$ cat config.mk
export PLATFORM = sky130hd
export DESIGN_NAME = axi4_lite_req_arbiter_flat
export DESIGN_NICKNAME = d
export VERILOG_FILES = /design/src/rtl/axi4_lite_req_arbiter_if.sv /design/src/rtl/axi4_lite_req_arbiter.sv /design/src/flat_wrapper.sv
export SDC_FILE = /design/constraint.sdc
export NUM_CORES = 1
export LEC_CHECK = 0
export CORE_UTILIZATION = 35
export DETAILED_ROUTE_END_ITERATION = 12
export GPL_TIMING_DRIVEN = 0
export HOLD_SLACK_MARGIN = 0.1
export PLACE_DENSITY = 0.82
export SLEW_MARGIN = 20
export SYNTH_ARGS = -nofsm -noshare
export SYNTH_HDL_FRONTEND = slang
export SYNTH_SLANG_ARGS = --single-unit
$ cat constraint.sdc
create_clock -name ACLK -period 2.1 [get_ports ACLK]
set_input_delay 0.21 -clock ACLK [delete_from_list [all_inputs] [get_ports ACLK]]
set_output_delay 0.21 -clock ACLK [all_outputs]
set_load 0.02 [all_outputs]
$ cat src/rtl/axi4_lite_req_arbiter_if.sv
// rtl/axi4_lite_req_arbiter_if.sv - requester-side and master-side signal bundle for axi4_lite_req_arbiter
interface axi4_lite_req_arbiter_if #(
    parameter int NUM_REQ = 4,
    parameter int ADDR_W  = 4,
    parameter int DATA_W  = 32
);
    logic [NUM_REQ-1:0]        req_valid;
    logic [NUM_REQ-1:0]        req_write;
    logic [NUM_REQ*ADDR_W-1:0] req_addr;
    logic [NUM_REQ*DATA_W-1:0] req_wdata;
    logic [NUM_REQ-1:0]        req_grant;
    logic [NUM_REQ-1:0]        req_done;
    logic [DATA_W-1:0]         req_rdata;
    logic                      req_err;
    logic                      busy;
    logic                      m_transfer;
    logic                      m_write;
    logic [ADDR_W-1:0]         m_addr;
    logic [DATA_W-1:0]         m_wdata;
    logic                      m_ready;
    logic [DATA_W-1:0]         m_rdata;

    modport slave (
        input  req_valid, req_write, req_addr, req_wdata, m_ready, m_rdata,
        output req_grant, req_done, req_rdata, req_err, busy,
               m_transfer, m_write, m_addr, m_wdata
    );

    modport master (
        output req_valid, req_write, req_addr, req_wdata, m_ready, m_rdata,
        input  req_grant, req_done, req_rdata, req_err, busy,
               m_transfer, m_write, m_addr, m_wdata
    );
endinterface

$ cat src/rtl/axi4_lite_req_arbiter.sv
// rtl/axi4_lite_req_arbiter.sv - round-robin share of one AXI4-Lite master request port; ARB_TIMEOUT_EN adds WAIT abort
module axi4_lite_req_arbiter #(
    parameter int NUM_REQ     = 4,
    parameter int ADDR_W      = 4,
    parameter int DATA_W      = 32,
    parameter int TIMEOUT_CYC = 255
) (
    input  logic                  ACLK,
    input  logic                  ARESET,
    axi4_lite_req_arbiter_if.slave bus
);
    localparam int IDX_W = (NUM_REQ > 1) ? $clog2(NUM_REQ) : 1;

    if (NUM_REQ < 2 || NUM_REQ > 8 || TIMEOUT_CYC < 1) begin : g_param_check
        $error("axi4_lite_req_arbiter: unsupported parameter set");
    end

    typedef enum logic [1:0] {IDLE, ISSUE, WAIT, DONE} state_t;

    state_t              state;
    state_t              state_nxt;
    logic [IDX_W-1:0]    ptr;
    logic [IDX_W-1:0]    win;
    logic [IDX_W-1:0]    rr_idx;
    logic [IDX_W-1:0]    rr_cand;
    logic                rr_found;
    logic                cmd_write;
    logic [ADDR_W-1:0]   cmd_addr;
    logic [DATA_W-1:0]   cmd_wdata;
    logic [DATA_W-1:0]   rdata_q;
    logic [NUM_REQ-1:0]  owner_oh;
    logic                complete;
    logic                timed_out;
    logic                tmo_hit;
    logic                err_q;

    // First asserted request at or after ptr, wrapping modulo NUM_REQ.
    always_comb begin
        rr_found = 1'b0;
        rr_idx   = ptr;
        rr_cand  = '0;
        for (int k = 0; k < NUM_REQ; k++) begin
            rr_cand = IDX_W'((int'(ptr) + k) % NUM_REQ);
            if (!rr_found && bus.req_valid[rr_cand]) begin
                rr_found = 1'b1;
                rr_idx   = rr_cand;
            end
        end
    end

    assign owner_oh = NUM_REQ'(1) << win;

`ifdef ARB_TIMEOUT_EN
    localparam int CNT_W = $clog2(TIMEOUT_CYC + 1);
    logic [CNT_W-1:0] wait_cnt;

    always_ff @(posedge ACLK) begin
        if (ARESET) begin
            wait_cnt <= '0;
            err_q    <= 1'b0;
        end else begin
            if (state == ISSUE) begin
                wait_cnt <= '0;
                err_q    <= 1'b0;
            end else if (state == WAIT) begin
                wait_cnt <= wait_cnt + CNT_W'(1);
            end
            if (timed_out) begin
                err_q <= 1'b1;
            end
        end
    end

    // wait_cnt counts WAIT cycles already spent, so the abort lands TIMEOUT_CYC cycles in.
    assign tmo_hit = (wait_cnt == CNT_W'(TIMEOUT_CYC - 1));
`else
    assign tmo_hit = 1'b0;
    assign err_q   = 1'b0;
`endif

    always_ff @(posedge ACLK) begin
        if (ARESET) begin
            state <= IDLE;
        end else begin
            state <= state_nxt;
        end
    end

    always_comb begin
        state_nxt      = state;
        complete       = 1'b0;
        timed_out      = 1'b0;
        bus.busy       = (state != IDLE);
        bus.m_transfer = 1'b0;
        bus.req_grant  = '0;
        bus.req_done   = '0;
        bus.req_err    = 1'b0;
        case (state)
            IDLE: begin
                if (rr_found) begin
                    state_nxt = ISSUE;
                end
            end
            ISSUE: begin
                bus.m_transfer = 1'b1;
                bus.req_grant  = owner_oh;
                complete       = bus.m_ready;
                state_nxt      = bus.m_ready ? DONE : WAIT;
            end
            WAIT: begin
                bus.req_grant = owner_oh;
                if (bus.m_ready) begin
                    complete  = 1'b1;
                    state_nxt = DONE;
                end else if (tmo_hit) begin
                    timed_out = 1'b1;
                    state_nxt = DONE;
                end
            end
            DONE: begin
                bus.req_grant = owner_oh;
                bus.req_done  = owner_oh;
                bus.req_err   = err_q;
                state_nxt     = IDLE;
            end
            default: state_nxt = IDLE;
        endcase
    end

    always_ff @(posedge ACLK) begin
        if (ARESET) begin
            ptr       <= '0;
            win       <= '0;
            cmd_write <= 1'b0;
            cmd_addr  <= '0;
            cmd_wdata <= '0;
            rdata_q   <= '0;
        end else begin
            if (state == IDLE && rr_found) begin
                win       <= rr_idx;
                cmd_write <= bus.req_write[rr_idx];
                cmd_addr  <= bus.req_addr[rr_idx*ADDR_W +: ADDR_W];
                cmd_wdata <= bus.req_wdata[rr_idx*DATA_W +: DATA_W];
            end
            if (complete && !cmd_write) begin
                rdata_q <= bus.m_rdata;
            end
            if (timed_out) begin
                rdata_q <= '0;
            end
            if (state == DONE) begin
                ptr <= IDX_W'((int'(win) + 1) % NUM_REQ);
            end
        end
    end

    assign bus.m_write   = cmd_write;
    assign bus.m_addr    = cmd_addr;
    assign bus.m_wdata   = cmd_wdata;
    assign bus.req_rdata = rdata_q;
endmodule

$ cat src/flat_wrapper.sv
// flat-port wrapper written by rule: the top's interface ports become plain ports
module axi4_lite_req_arbiter_flat 
#(
    parameter int NUM_REQ     = 4,
    parameter int ADDR_W      = 4,
    parameter int DATA_W      = 32,
    parameter int TIMEOUT_CYC = 255
)
  (ACLK, ARESET, bus_req_valid, bus_req_write, bus_req_addr, bus_req_wdata, bus_m_ready, bus_m_rdata, bus_req_grant, bus_req_done, bus_req_rdata, bus_req_err, bus_busy, bus_m_transfer, bus_m_write, bus_m_addr, bus_m_wdata);
  axi4_lite_req_arbiter_if #(.NUM_REQ(NUM_REQ), .ADDR_W(ADDR_W), .DATA_W(DATA_W)) bus_i ();
  input  logic ACLK;
  input  logic ARESET;
  input wire logic [$bits(bus_i.req_valid)-1:0] bus_req_valid;
  input wire logic [$bits(bus_i.req_write)-1:0] bus_req_write;
  input wire logic [$bits(bus_i.req_addr)-1:0] bus_req_addr;
  input wire logic [$bits(bus_i.req_wdata)-1:0] bus_req_wdata;
  input wire logic [$bits(bus_i.m_ready)-1:0] bus_m_ready;
  input wire logic [$bits(bus_i.m_rdata)-1:0] bus_m_rdata;
  output wire logic [$bits(bus_i.req_grant)-1:0] bus_req_grant;
  output wire logic [$bits(bus_i.req_done)-1:0] bus_req_done;
  output wire logic [$bits(bus_i.req_rdata)-1:0] bus_req_rdata;
  output wire logic [$bits(bus_i.req_err)-1:0] bus_req_err;
  output wire logic [$bits(bus_i.busy)-1:0] bus_busy;
  output wire logic [$bits(bus_i.m_transfer)-1:0] bus_m_transfer;
  output wire logic [$bits(bus_i.m_write)-1:0] bus_m_write;
  output wire logic [$bits(bus_i.m_addr)-1:0] bus_m_addr;
  output wire logic [$bits(bus_i.m_wdata)-1:0] bus_m_wdata;
  assign bus_i.req_valid = bus_req_valid;
  assign bus_i.req_write = bus_req_write;
  assign bus_i.req_addr = bus_req_addr;
  assign bus_i.req_wdata = bus_req_wdata;
  assign bus_i.m_ready = bus_m_ready;
  assign bus_i.m_rdata = bus_m_rdata;
  assign bus_req_grant = bus_i.req_grant;
  assign bus_req_done = bus_i.req_done;
  assign bus_req_rdata = bus_i.req_rdata;
  assign bus_req_err = bus_i.req_err;
  assign bus_busy = bus_i.busy;
  assign bus_m_transfer = bus_i.m_transfer;
  assign bus_m_write = bus_i.m_write;
  assign bus_m_addr = bus_i.m_addr;
  assign bus_m_wdata = bus_i.m_wdata;
  axi4_lite_req_arbiter #(.NUM_REQ(NUM_REQ), .ADDR_W(ADDR_W), .DATA_W(DATA_W), .TIMEOUT_CYC(TIMEOUT_CYC)) u_core (.ACLK(ACLK), .ARESET(ARESET), .bus(bus_i));
endmodule
==> impl_metrics.ini <==
[power_and_ir_drop]
clkPwrFrac_pct = 17.6
pwr-share-comb_pct = 51.1
p_sw_mw = 2.54
p_int_mw = 4.11
seqPwrFrac_pct = 31.3
p_leak_nw = 2.60
vdd_drop_max_mv = 0.630
swShare_pct = 38.2
power_density_nw_per_um2 = 973

[sta]
period_share_pct = 95.0
setup_slack_ns = 0.106
final-setup-viol-count = 0
fmax_mhz = 501
hold_viol = 0
drv_slew = 0
rsz0062_at_grt = false
setup_tns_ns = 0
skew_ns = 0.0162
period_needed_ns = 1.99

[layout]
nets = 887
area_growth_pct = 80.1
n_fill_cell = 844
final_common_cell = clkdlybuf4s50_1
ff_latch_area_um2 = 1500
layout_common_cells = clkdlybuf4s50_1, nand2_1, mux2i_1
fin_util_pct = 65.6
drive_gt1_share_pct = 6.47
n_antenna_cell = 0
multi_input_area_um2 = 2000

[setup_path]
critPathSlowestCell = clkdlybuf4s50_1
crit_family = buffers and inverters
crit_path_start = u_core.state[0]$_SDFFE_PP0P_
startpoint_type = flop
cp.arrival_ns = 1.78
worst_path_largest_cell_delay_ns = 0.61
path_depth = 4
cp_num_buf_inv = 3
path_max_fanout = 4
cp_common_cell = inv_1
crit_path_end_kind = output port
crit_type = reg -> out
ff2ff_path_depth = 8
crit_path_cell_trace = inv_1, ha_1, inv_1, clkdlybuf4s50_1
crit_required_ns = 1.89
r2r-start = u_core.state[0]$_SDFFE_PP0P_

[placement]
dp_slack_ns = -0.173
hpwl_um = 11100
routabilityCongestion = 0.811
io_buffers = 265

[status]
status = complete, no violations

[logic_synthesis]
ys_top_cells_by_area = dfxtp_1, mux2i_1, nand2_1
syn_area_um2 = 3790
synth_cell_types = 30
ys_seq_area_share_pct = 39.6
synth-seq-cells = 75
syn-num-nets = 611
syn_area_per_cell_um2 = 9.14
synth_area_leader_cell = dfxtp_1
netlist_instances = 415
ys_warn_count = 0
netlist.area_leader.share_pct = 39.6

[cts]
clockRootBuffer = clkbuf_8
cts_sinks = 75
clock_latency_ns = 0.34
cts_tree = done
ctsHoldBuffers = 0
clockBufferDepth = 2
htreeDepth = 3
clk_pin_slew_ns = 0.09
cts_buffers = 9
cts_setup_buffers = 0

[hold_path]
holdCritStartpoint = bus_m_rdata[5]
hold_path_class = in -> reg
min_delay_path_depth = 3

[global_routing]
grt_overflow_total = 0
grt.busiest_layer = met2
met1_usage_pct = 23.8
grt_util_all_layers_pct = 23.6
antenna_found_initial = 0
use_met3_pct = 7.97
grt_pass1_vias = 4152
grt_pass1_wl_um = 20800
grt_max_degree = 15
grtUsageMet2_pct = 44.5

[drt]
first_pass_iters = 4
drt_iter0_markers = 159
post_drt_wl_per_cell_um = 16.4
drc = 0
wl_um = 13700
antenna_left = 0
viasPerCell = 4.96
num_vias = 4124

[die]
die_width_um = 106
die_y_um = 106
ios = 267
coreArea_um2 = 10400
rows = 37
start_util_pct = 36.4
die-area_um2 = 11300

[run]
maxCapViolations = 0
per-stage QoR:
stage	hold slack (ns)	instances	power, mW	cell area [um^2]
floorplan	0.346	415	3.92	3790
finish	0.413	832	6.64	6830
CTS	0.391	832	6.70	6820
detailed placement	0.448	816	5.51	6610
global route	0.402	832	7.04	6830
global placement	0.442	816	5.42	6610
layout make-up:
| type | count | area share [%] |
|---|---|---|
| clock buffers | 10 | 2.02 |
| plain buffers | 32 | 3.99 |
| flip-flops and latches | 75 | 22.0 |
| clock inverters | 6 | 1.04 |
| multi-input cells | 301 | 29.3 |
| well taps | 136 | 2.49 |
| repair buffers | 265 | 38.8 |
| inverters | 7 | 0.385 |
power by group through the flow:
stage                     Clock, mW  Sequential, mW  Combinational [mW]
after floorplan                   0            2.56                1.36
after global placement            0            2.08                3.34
after detailed placement          0            2.11                3.41
after CTS                      1.21            2.08                3.41
after global routing           1.28            2.13                3.64
final                          1.17            2.08                3.40
state kept, by name, indices dropped and copies added (netlist names):
| signal | cells |
|---|---|
| u_core.win | 2 |
| u_core.bus.m_wdata | 32 |
| u_core.bus.req_rdata | 32 |
| u_core.state | 2 |
| u_core.ptr | 2 |
| u_core.bus.m_write | 1 |
| u_core.bus.m_addr | 4 |
cells in the mapped netlist, drive strengths merged:
cell type  number
and2            4
or3             1
inv             7
dfxtp          75
or2             1
a32oi           1
clkbuf         15
o211a           1
ha              9
a21o            1
buf            17
nor2b           8
a21oi          36
o21ai           3
nand2         106
nand2b          1
o211ai          1
a211o           1
mux2i          77
o221ai         37
o31ai           1
conb            1
a211oi          1
nor2           10
metal layers:
metal  vias up  share of wire (%)  routed length, um
met5         -                  0                  0
li1       2007                  -                  -
met1      1906                 36               4930
met2       191                 52               7160
met3        20                9.3               1270
met4         0                2.2                301
cells by family after synthesis:
family,share of synthesized area (%)
adders and majority gates,2.97
AOI/OAI and AO/OA,15.4
DFF,39.6
buffers and inverters,7.66
and+or+nand+nor,14.0
muxes,20.3
other,0.0989
tightest hold or removal path: cells and delay by family:
family,cells,cell delay [ns]
AOI/OAI and AO/OA,1,0.05
and+or+nand+nor,1,0.05
buffers and inverters,1,0.39
what timing repair did:
item                       in CTS  in global routing
gates resized for setup         6                 11
setup endpoints to repair       8                 15
pin swaps                       0                  0
worst paths after layout:
path                                                end  slack [ns]
setup / recovery                               bus_busy        0.11
hold reg to reg   u_core.bus.req_rdata[11]$_SDFFE_PP0P_        0.46
setup reg to reg    u_core.bus.m_wdata[12]$_SDFFE_PP0P_        0.15
hold / removal     u_core.bus.req_rdata[5]$_SDFFE_PP0P_        0.41
No activity file was read; power rests on OpenSTA's default activity.
